### config.mk
export PLATFORM = sky130hd
export DESIGN_NAME = regfile_write_arbiter_flat
export DESIGN_NICKNAME = d
export VERILOG_FILES = /design/src/rtl/regfile_write_arbiter_pkg.sv /design/src/rtl/regfile_write_arbiter_if.sv /design/src/rtl/regfile_write_arbiter_rr_arbiter.sv /design/src/rtl/regfile_write_arbiter.sv /design/src/flat_wrapper.sv
export SDC_FILE = /design/constraint.sdc
export NUM_CORES = 1
export LEC_CHECK = 0
export CAP_MARGIN = 20
export CORE_ASPECT_RATIO = 0.6
export CORE_MARGIN = 2
export CORE_UTILIZATION = 40
export CTS_BUF_LIST = sky130_fd_sc_hd__clkbuf_4 sky130_fd_sc_hd__clkbuf_8
export CTS_CLUSTER_SIZE = 10
export DETAILED_ROUTE_END_ITERATION = 7
export PLACE_DENSITY = 0.82
export REMOVE_ABC_BUFFERS = 1
export SETUP_SLACK_MARGIN = 0.1
export SLEW_MARGIN = 5
export SYNTH_ARGS = -nofsm -noshare
export SYNTH_HDL_FRONTEND = slang
export SYNTH_SLANG_ARGS = --single-unit
### constraint.sdc
create_clock -name clk -period 2.59 [get_ports clk]
set_input_delay 0.777 -clock clk [delete_from_list [all_inputs] [get_ports clk]]
set_output_delay 0.777 -clock clk [all_outputs]
set_load 0.02 [all_outputs]
### src/rtl/regfile_write_arbiter_pkg.sv
// ----------------------------------------------------------------------------
// regfile_pkg
// Shared constants and types for the register-file writeback arbiter.
//   DATA_W   : register data width
//   ADDR_W   : register address width
//   NUM_REGS : number of architectural registers (2**ADDR_W)
//   PC_REG   : register index that holds the externally supplied PC
// ----------------------------------------------------------------------------
package regfile_pkg;

    localparam int DATA_W   = 32;
    localparam int ADDR_W   = 4;
    localparam int NUM_REGS = 2 ** ADDR_W;
    localparam int PC_REG   = 15;

    typedef logic [ADDR_W-1:0] reg_addr_t;
    typedef logic [DATA_W-1:0] reg_data_t;

    typedef struct packed {
        logic      valid;
        reg_addr_t addr;
        reg_data_t data;
    } wb_req_t;

endpackage

### src/rtl/regfile_write_arbiter_if.sv
// ----------------------------------------------------------------------------
// regfile_write_arbiter_if
// Writeback request bus between the requesters and the arbiter.
//   req_valid : per-requester write request
//   req_addr  : destination register, requester i at slice i
//   req_data  : write data, requester i at slice i
//   req_ready : one-hot grant back to the requesters
// Modports: master = requester side, slave = arbiter side.
// ----------------------------------------------------------------------------
interface regfile_write_arbiter_if #(
    parameter int N_REQ  = 2,
    parameter int ADDR_W = 4,
    parameter int DATA_W = 32
);
    logic [N_REQ-1:0]        req_valid;
    logic [N_REQ*ADDR_W-1:0] req_addr;
    logic [N_REQ*DATA_W-1:0] req_data;
    logic [N_REQ-1:0]        req_ready;

    modport master (output req_valid, req_addr, req_data, input req_ready);
    modport slave  (input req_valid, req_addr, req_data, output req_ready);
endinterface

### src/rtl/regfile_write_arbiter_rr_arbiter.sv
// ----------------------------------------------------------------------------
// rr_arbiter
// Generic N-way round-robin arbiter. The grant is combinational from req and
// the priority pointer; the pointer moves past the winner only when advance
// is high.
//   clk, rst_n : clock, asynchronous active-low reset
//   req        : request vector
//   advance    : accept the current grant and rotate priority
//   gnt        : one-hot (or zero) grant
// ----------------------------------------------------------------------------
module rr_arbiter #(
    parameter int N = 2
) (
    input  logic         clk,
    input  logic         rst_n,
    input  logic [N-1:0] req,
    input  logic         advance,
    output logic [N-1:0] gnt
);
    localparam int PTR_W = (N > 1) ? $clog2(N) : 1;

    // Index of the highest-priority requester (last grant + 1).
    logic [PTR_W-1:0] ptr_q, ptr_d;
    logic [N-1:0]     masked;

    always_comb begin
        gnt    = '0;
        ptr_d  = ptr_q;
        masked = '0;
        for (int i = 0; i < N; i++) begin
            masked[i] = req[i] && (i >= int'(ptr_q));
        end
        // Lowest set bit at or above the pointer wins; if none, wrap around
        // to the lowest set bit overall. Scanning downward leaves the lowest.
        if (|masked) begin
            for (int i = N - 1; i >= 0; i--) begin
                if (masked[i]) begin
                    gnt    = '0;
                    gnt[i] = 1'b1;
                    ptr_d  = PTR_W'((i + 1) % N);
                end
            end
        end else begin
            for (int i = N - 1; i >= 0; i--) begin
                if (req[i]) begin
                    gnt    = '0;
                    gnt[i] = 1'b1;
                    ptr_d  = PTR_W'((i + 1) % N);
                end
            end
        end
        if (!advance) begin
            ptr_d = ptr_q;
        end
    end

    always_ff @(posedge clk or negedge rst_n) begin
        if (!rst_n) begin
            ptr_q <= '0;
        end else begin
            ptr_q <= ptr_d;
        end
    end
endmodule

### src/rtl/regfile_write_arbiter.sv
// ----------------------------------------------------------------------------
// regfile_write_arbiter
// Shares the single register-file write port between N_REQ writeback
// requesters with round-robin fairness, registers the winning write, keeps a
// per-register busy scoreboard and drops writes to the PC register.
//   clk, rst_n     : clock, asynchronous active-low reset
//   wb             : requester bus (req_valid/addr/data in, req_ready out)
//   rsv_valid/addr : issue-stage reservation of a destination register
//   rf_wr/wa/wd    : registered register-file write port
//   busy           : scoreboard, bit r set while a write to r is pending
//   err_pc_write   : pulse, a granted request targeted the PC register
//   err_sb         : pulse, reserve of a busy reg or write to a non-busy reg
// Optional feature macro REGFILE_WB_BYPASS_EN adds two same-cycle bypass read
// ports (byp_ra1/2 in, byp_hit1/2 and byp_d1/2 out).
// ----------------------------------------------------------------------------
module regfile_write_arbiter #(
    parameter int N_REQ  = 2,
    parameter int DATA_W = regfile_pkg::DATA_W,
    parameter int ADDR_W = regfile_pkg::ADDR_W,
    parameter int PC_REG = regfile_pkg::PC_REG
) (
    input  logic                   clk,
    input  logic                   rst_n,
    regfile_write_arbiter_if.slave wb,
    input  logic                   rsv_valid,
    input  logic [ADDR_W-1:0]      rsv_addr,
    output logic                   rf_wr,
    output logic [ADDR_W-1:0]      rf_wa,
    output logic [DATA_W-1:0]      rf_wd,
    output logic [2**ADDR_W-1:0]   busy,
    output logic                   err_pc_write,
    output logic                   err_sb
`ifdef REGFILE_WB_BYPASS_EN
    ,
    input  logic [ADDR_W-1:0]      byp_ra1,
    input  logic [ADDR_W-1:0]      byp_ra2,
    output logic                   byp_hit1,
    output logic                   byp_hit2,
    output logic [DATA_W-1:0]      byp_d1,
    output logic [DATA_W-1:0]      byp_d2
`endif
);
    localparam logic [ADDR_W-1:0] PC_A = ADDR_W'(PC_REG);

    logic [N_REQ-1:0]      gnt;
    logic                  sel_vld;
    logic [ADDR_W-1:0]     sel_addr;
    logic [DATA_W-1:0]     sel_data;
    logic                  wr_ok, pc_hit, rsv_ok;

    logic                  wr_q, wr_d;
    logic [ADDR_W-1:0]     wa_q, wa_d;
    logic [DATA_W-1:0]     wd_q, wd_d;
    logic [2**ADDR_W-1:0]  busy_q, busy_d;
    logic                  pc_err_q, pc_err_d;
    logic                  sb_err_q, sb_err_d;

    rr_arbiter #(.N(N_REQ)) u_arb (
        .clk     (clk),
        .rst_n   (rst_n),
        .req     (wb.req_valid),
        .advance (sel_vld),
        .gnt     (gnt)
    );

    // Every grant is a transfer: ready is the grant itself.
    assign wb.req_ready = gnt;

    always_comb begin
        sel_vld  = |gnt;
        sel_addr = '0;
        sel_data = '0;
        for (int i = 0; i < N_REQ; i++) begin
            if (gnt[i]) begin
                sel_addr = wb.req_addr[i*ADDR_W +: ADDR_W];
                sel_data = wb.req_data[i*DATA_W +: DATA_W];
            end
        end

        wr_ok  = sel_vld && (sel_addr != PC_A);
        pc_hit = sel_vld && (sel_addr == PC_A);
        rsv_ok = rsv_valid && (rsv_addr != PC_A);

        wr_d     = wr_ok;
        pc_err_d = pc_hit;
        wa_d     = wr_ok ? sel_addr : wa_q;
        wd_d     = wr_ok ? sel_data : wd_q;

        // Clear first, then reserve, so a same-cycle reserve of the register
        // being written leaves it busy for the newly issued producer.
        busy_d = busy_q;
        if (wr_ok)  busy_d[sel_addr] = 1'b0;
        if (rsv_ok) busy_d[rsv_addr] = 1'b1;

        sb_err_d = (rsv_ok && busy_q[rsv_addr]) || (wr_ok && !busy_q[sel_addr]);
    end

    always_ff @(posedge clk or negedge rst_n) begin
        if (!rst_n) begin
            wr_q     <= 1'b0;
            wa_q     <= '0;
            wd_q     <= '0;
            busy_q   <= '0;
            pc_err_q <= 1'b0;
            sb_err_q <= 1'b0;
        end else begin
            wr_q     <= wr_d;
            wa_q     <= wa_d;
            wd_q     <= wd_d;
            busy_q   <= busy_d;
            pc_err_q <= pc_err_d;
            sb_err_q <= sb_err_d;
        end
    end

    assign rf_wr        = wr_q;
    assign rf_wa        = wa_q;
    assign rf_wd        = wd_q;
    assign busy         = busy_q;
    assign err_pc_write = pc_err_q;
    assign err_sb       = sb_err_q;

`ifdef REGFILE_WB_BYPASS_EN
    // Decode reads the value being written this cycle before the RF has it.
    assign byp_hit1 = wr_q && (byp_ra1 == wa_q);
    assign byp_hit2 = wr_q && (byp_ra2 == wa_q);
    assign byp_d1   = byp_hit1 ? wd_q : '0;
    assign byp_d2   = byp_hit2 ? wd_q : '0;
`endif
endmodule

### src/flat_wrapper.sv
// flat-port wrapper written by rule: the top's interface ports become plain ports
module regfile_write_arbiter_flat 
#(
    parameter int N_REQ  = 2,
    parameter int DATA_W = regfile_pkg::DATA_W,
    parameter int ADDR_W = regfile_pkg::ADDR_W,
    parameter int PC_REG = regfile_pkg::PC_REG
)
  (clk, rst_n, rsv_valid, rsv_addr, rf_wr, rf_wa, rf_wd, busy, err_pc_write, err_sb, wb_req_valid, wb_req_addr, wb_req_data, wb_req_ready);
  regfile_write_arbiter_if #(.N_REQ(N_REQ), .ADDR_W(ADDR_W), .DATA_W(DATA_W)) wb_i ();
  input  logic clk;
  input  logic rst_n;
  input  logic rsv_valid;
  input  logic [ADDR_W-1:0] rsv_addr;
  output logic rf_wr;
  output logic [ADDR_W-1:0] rf_wa;
  output logic [DATA_W-1:0] rf_wd;
  output logic [2**ADDR_W-1:0] busy;
  output logic err_pc_write;
  output logic err_sb;
  input wire logic [$bits(wb_i.req_valid)-1:0] wb_req_valid;
  input wire logic [$bits(wb_i.req_addr)-1:0] wb_req_addr;
  input wire logic [$bits(wb_i.req_data)-1:0] wb_req_data;
  output wire logic [$bits(wb_i.req_ready)-1:0] wb_req_ready;
  assign wb_i.req_valid = wb_req_valid;
  assign wb_i.req_addr = wb_req_addr;
  assign wb_i.req_data = wb_req_data;
  assign wb_req_ready = wb_i.req_ready;
  regfile_write_arbiter #(.N_REQ(N_REQ), .DATA_W(DATA_W), .ADDR_W(ADDR_W), .PC_REG(PC_REG)) u_core (.clk(clk), .rst_n(rst_n), .wb(wb_i), .rsv_valid(rsv_valid), .rsv_addr(rsv_addr), .rf_wr(rf_wr), .rf_wa(rf_wa), .rf_wd(rf_wd), .busy(busy), .err_pc_write(err_pc_write), .err_sb(err_sb));
endmodule
; Yosys cells after proc, flatten, opt, wreduce, memory -nomap -nowiden
; Index checks and enable logic that the tools add are counted.
[totals]
ff_bits = 56
output_inout_bits = 57
[classes]
bitwise = 3
n_eq_ne = 3
n_lt_le_gt_ge = 5
reduce_logical = 12
muxes = 22
[ops]
columns = op, n
row1 = 32-bit two-way mux, 2
row2 = 16-bit two-way mux, 2
row3 = 16-bit bitwise AND, 1
row4 = 16-bit inverter, 1
row5 = 16-bit OR, 1
row6 = 4-bit by 5-bit < comparator with 1-bit output (second input constant), 2
row7 = 1-bit binary-select mux with 4-bit select, 2
row8 = 1-bit demux with 4-bit select, 2
row9 = 4-bit by 1-bit >= comparator with 1-bit output (second input constant), 2
row10 = 1-bit logical AND, 8
row11 = 1-bit two-way mux, 8
row12 = 2-bit two-way mux, 4
row13 = 4-bit two-way mux, 2
row14 = 4-bit inequality test (second input constant), 2
row15 = 4-bit equality test (second input constant), 1
row16 = 2-bit OR reduction, 2
row17 = 1-bit >= comparator (first input constant), 1
row18 = 1-bit zero test, 1
row19 = 1-bit logical OR, 1

; Longest topological paths before layout
[logic_depth]
word_depth = 15
depth_mapped = 9

; Modules after synthesis
; Synthesis repeated with hierarchy kept, for this count alone.
[hier_totals]
hier_cells = 334
hier_area_um2 = 3194.3
[by_module_without_submodules]
columns = module, instances, area_per_inst_um2, cells_per_inst
row1 = regfile_write_arbiter, 1, 3139.3, 328
row2 = rr_arbiter, 1, 55.1, 6

; Worst setup path after synthesis
; No wires, ideal clock.
[synth_path]
kind = in2out
from = input wb_req_valid[1]
to = output wb_req_ready[0]
required_ps = 1813
t_arrival_ps = 1714
n_path_buf = 3
stages = 4
slack_ps = 99
path_cell_list = buf_2 > a21boi_2 > buf_2 > clkbuf_1
[synth_via]
elab_chain_len = 2
[synth_lines]
columns = element, line
row1 = "start, declared", flat_wrapper.sv:21  ; input wire logic [$bits(wb_i.req_valid)-1:0] wb_req_valid;
row2 = 2-bit OR reduction, regfile_write_arbiter_rr_arbiter.sv:35  ; if (|masked) begin
row3 = 2-bit two-way mux, regfile_write_arbiter_rr_arbiter.sv:35
row4 = "end, declared", flat_wrapper.sv:24  ; output wire logic [$bits(wb_i.req_ready)-1:0] wb_req_ready;
; No other way between the ends.

; Worst setup path in the final report
[layout_path]
from = input wb_req_valid[0]
to = register u_core.sb_err_q (netlist: u_core.err_sb)
[layout_via]
elab_chain_len = 10
elab_cells_between_ends = 15
[layout_lines]
columns = element, line
row1 = 1-bit logical AND, regfile_write_arbiter_rr_arbiter.sv:31  ; masked[i] = req[i] && (i >= int'(ptr_q));
row2 = 2-bit two-way mux or 2-bit OR reduction (tied branches), "regfile_write_arbiter_rr_arbiter.sv:37, regfile_write_arbiter_rr_arbiter.sv:35"
row3 = 2-bit two-way mux *, regfile_write_arbiter_rr_arbiter.sv:35
row4 = 4-bit two-way mux (2 in series), regfile_write_arbiter.sv:74  ; if (gnt[i]) begin
row5 = 1-bit binary-select mux with 4-bit select, regfile_write_arbiter.sv:95  ; sb_err_d = (rsv_ok && busy_q[rsv_addr]) || (wr_ok && !busy_q[sel_addr]);
row6 = 1-bit two-way mux (not written as such), regfile_write_arbiter.sv:95
row7 = 1-bit zero test, regfile_write_arbiter.sv:95
row8 = 1-bit logical AND *, regfile_write_arbiter.sv:95
row9 = 1-bit logical OR *, regfile_write_arbiter.sv:95
row10 = net u_core.sb_err_d, regfile_write_arbiter.sv:56  ; logic sb_err_q, sb_err_d;
row11 = "end signal, assigned", regfile_write_arbiter.sv:112  ; sb_err_q <= sb_err_d;
row12 = "end, declared", regfile_write_arbiter.sv:56
; Mark *: on every way through the listed nets, which the timed path passes. The rest lies on a longest branch. The select of a mux whose other input is x is not followed.
; A chain may end at the register's enable or synchronous reset.

==> flow_summary.json <==
{
  "outcome": "complete, no violations",
  "drive_gt1_share_pct": 11.93,
  "crit_path_top_delay_cell": "a32oi_4",
  "synthCells": 271,
  "total_power_uw": 2776,
  "overflow": 0,
  "worstRegToRegCells": 8,
  "max-cap-violations": 0,
  "grt_pass1_vias": 2637,
  "min_period_over_period_pct": 91.53,
  "drt-total-wl_mm": 8.441,
  "pwr-share-seq_pct": 41.1,
  "ys_types": 34,
  "crit_path_max_fanout": 7,
  "layout_setup_ws_ns": 0.2193,
  "ys_seq_area_share_pct": 51.57,
  "die_w_um": 110.4,
  "ff_latch_area_mm2": 0.001401,
  "setup_viol": 0,
  "worstMarginPinSlew_ns": 0.5955,
  "dp_slack_ns": -0.3981,
  "num-fill-cells": 548,
  "cts_tree": "yes",
  "min_path_cells": 0,
  "fp.coreArea_mm2": 0.006619,
  "grt_pass1_wl_mm": 13.39,
  "clk_latency_ns": 0.31,
  "post_drt_wl_per_cell_um": 16.68,
  "rsz0062_at_grt": "no",
  "diodes": 0,
  "final_cell_mix": "clkdlybuf4s50_1 (132), o21ai_0 (57), dfrtp_1 (56), nand2_1 (45), a22oi_1 (34)",
  "drc": 0,
  "r2r-end": "u_core.err_sb",
  "ys_warn_count": 0,
  "hold-path-endpoint": "u_core.busy[15]",
  "hpwl_mm": 6.667,
  "hold_viol": 0,
  "port_buffers": 137,
  "maxSlewViolCount": 0,
  "nets": 499,
  "rows": 23,
  "topRoutingLayerUsed": "met4",
  "grt_max_degree": 53,
  "numCtsBuffers": 5,
  "power.density_mw_per_mm2": 626.6,
  "leakagePower_uw": 0.001842,
  "area_growth_pct": 63.03,
  "htreeDepth": 2,
  "hold_buffers": 0,
  "initial_core_util_pct": 41.06,
  "min_path_type": "reg -> reg",
  "place_area_mm2": 0.004290,
  "stdcell_count": 506,
  "synth-seq-cells": 56,
  "drt_first_iter_violations": 148,
  "critical_path.cell_chain": "dlygate4sd2_1 -> a21boi_4 -> buf_4 -> a32oi_4 -> buf_12 -> mux2i_1 -> mux2i_1 -> mux2_2 -> o221ai_1",
  "slew_headroom_pct": 60.30,
  "worstSetupPathType": "in -> reg",
  "startpoint_type": "input port",
  "power_frac_comb_pct": 38.3,
  "postRouteAntennaNets": 0,
  "path_clk_slew_ns": 0.10,
  "fin_crit_ns": 2.371,
  "cts_resized": 13,
  "post-cts-setup-buffers": 0,
  "via_per_inst": 5.306,
  "finalClockSkew_ns": 0.01041,
  "wl_met3_um": 895,
  "cts.sinks": 56,
  "cp.required_ns": 2.81,
  "r2r_slack_ns": 0.48,
  "final_common_cell": "clkdlybuf4s50_1",
  "vias": 2685,
  "firstDrtPassIters": 4,
  "grt_usage_pct": 23.03,
  "syn_area_per_cell_um2": 10.03,
  "dpl.cell_count": 497,
  "worstPathArrival_ns": 2.60,
  "antenna_found_initial": 0,
  "worstSetupEndpointType": "register",
  "met2_length_mm": 3.798,
  "cts_max_path_buffers": 2,
  "clkPwrFrac_pct": 20.6,
  "worstHoldStart": "u_core.busy[15]",
  "syn_area_mm2": 0.002718,
  "cpPeakStageDelay_ns": 0.30,
  "peakVddDrop_mv": 0.3078,
  "multiInputGateArea_mm2": 0.001222,
  "wl_met1_mm": 3.626,
  "design_area_mm2": 0.004431,
  "r2r_start": "u_core.u_arb.ptr_q",
  "p_sw_uw": 912.3,
  "fp.dieArea_mm2": 0.007491,
  "fp.dieH_um": 67.85,
  "ios": 138,
  "globalplace.congestion": 1.012,
  "fmax_mhz": 421.8,
  "swShare_pct": 32.86,
  "worst_path_most_repeated_cell": "mux2i_1",
  "cts_root_buffer": "clkbuf_8",
  "internal_power_uw": 1864
}
==> stage by stage <==
step | utilization, % | TNS, ns | hold WS (ns)
after detailed placement | 64.82 | -9.020 | 0.3901
final | 66.94 | 0 | 0.4132
after CTS | 66.94 | 0 | 0.4132
after global routing | 66.94 | 0 | 0.4483
after global placement | 64.82 | -8.816 | 0.3915
after floorplan | - | -51.73 | 0.4814
==> final cells by class <==
type	count	area share [%]
Inverter	4	0.3389
Clock buffer	6	1.723
Sequential cell	56	31.63
Tap cell	87	2.457
Clock inverter	2	0.7907
Timing Repair Buffer	160	35.47
Multi-Input combinational cell	191	27.59
==> worst max-delay path, delay by kind of cell <==
kind | cells | cell delay (ns)
buf+inv | 3 | 0.61
compound gates | 3 | 0.60
mux | 3 | 0.61
==> metal layers <==
metal,vias up,global-route usage (%)
li1,1279,-
met1,1266,29.26
met2,130,38.42
met3,10,8.415
met4,0,5.625
met5,-,0
==> state kept, by name (all words and copies together), names as in the netlist <==
signal,count
u_core.u_arb.ptr_q,1
u_core.busy,16
u_core.err_pc_write,1
u_core.rf_wr,1
u_core.rf_wd,32
u_core.rf_wa,4
u_core.err_sb,1
==> worst max path at each step <==
stage,startpoint,end,slack (ns)
3_3_place_gp,wb_req_valid[1],wb_req_ready[1],-0.41
4_1_cts,wb_req_valid[0],u_core.err_sb,0.24
6_report,wb_req_valid[0],u_core.err_sb,0.22
5_1_grt,wb_req_valid[0],u_core.err_sb,0.13
2_1_floorplan,wb_req_valid[1],u_core.err_sb,-1.31
3_5_place_dp,wb_req_valid[1],wb_req_ready[1],-0.40
==> cells in the mapped netlist, drive strengths merged <==
library cell / instances / area share [%]
nand3: 1 / 0.18
a32o: 2 / 0.78
a21boi: 1 / 0.41
nand4: 1 / 0.23
nand2: 46 / 6.4
nor2: 2 / 0.28
a21oi: 1 / 0.18
buf: 11 / 2.4
nand3b: 2 / 0.55
mux2i: 14 / 5.2
nand2b: 5 / 1.2
o22ai: 2 / 0.46
o221ai: 1 / 0.32
o21ai: 65 / 12
a32oi: 2 / 1.2
or2: 3 / 0.69
mux4: 3 / 2.5
a22oi: 34 / 9.4
inv: 4 / 0.55
nor2b: 1 / 0.23
a211oi: 1 / 0.28
and2: 1 / 0.23
clkbuf: 9 / 1.2
mux2: 2 / 0.83
or3b: 1 / 0.32
dfrtp: 56 / 52
==> power by group through the flow <==
stage                     combinational [uW]  clock (uW)  sequential [uW]
after floorplan                          294           0             1300
after global placement                  1030           0             1150
after detailed placement                1050           0             1160
after CTS                               1070         586             1140
after global routing                    1150         626             1160
final                                   1060         571             1140
==> cell families after synthesis <==
| logic type | count (synthesis) | synth area share (%) |
|---|---|---|
| AOI/OAI and AO/OA | 109 | 25.41 |
| buffers and inverters | 24 | 4.235 |
| muxes | 19 | 8.471 |
| and+or+nand+nor | 63 | 10.31 |
| DFF | 56 | 51.57 |
Note: power is estimated with default switching activity, not from simulation.
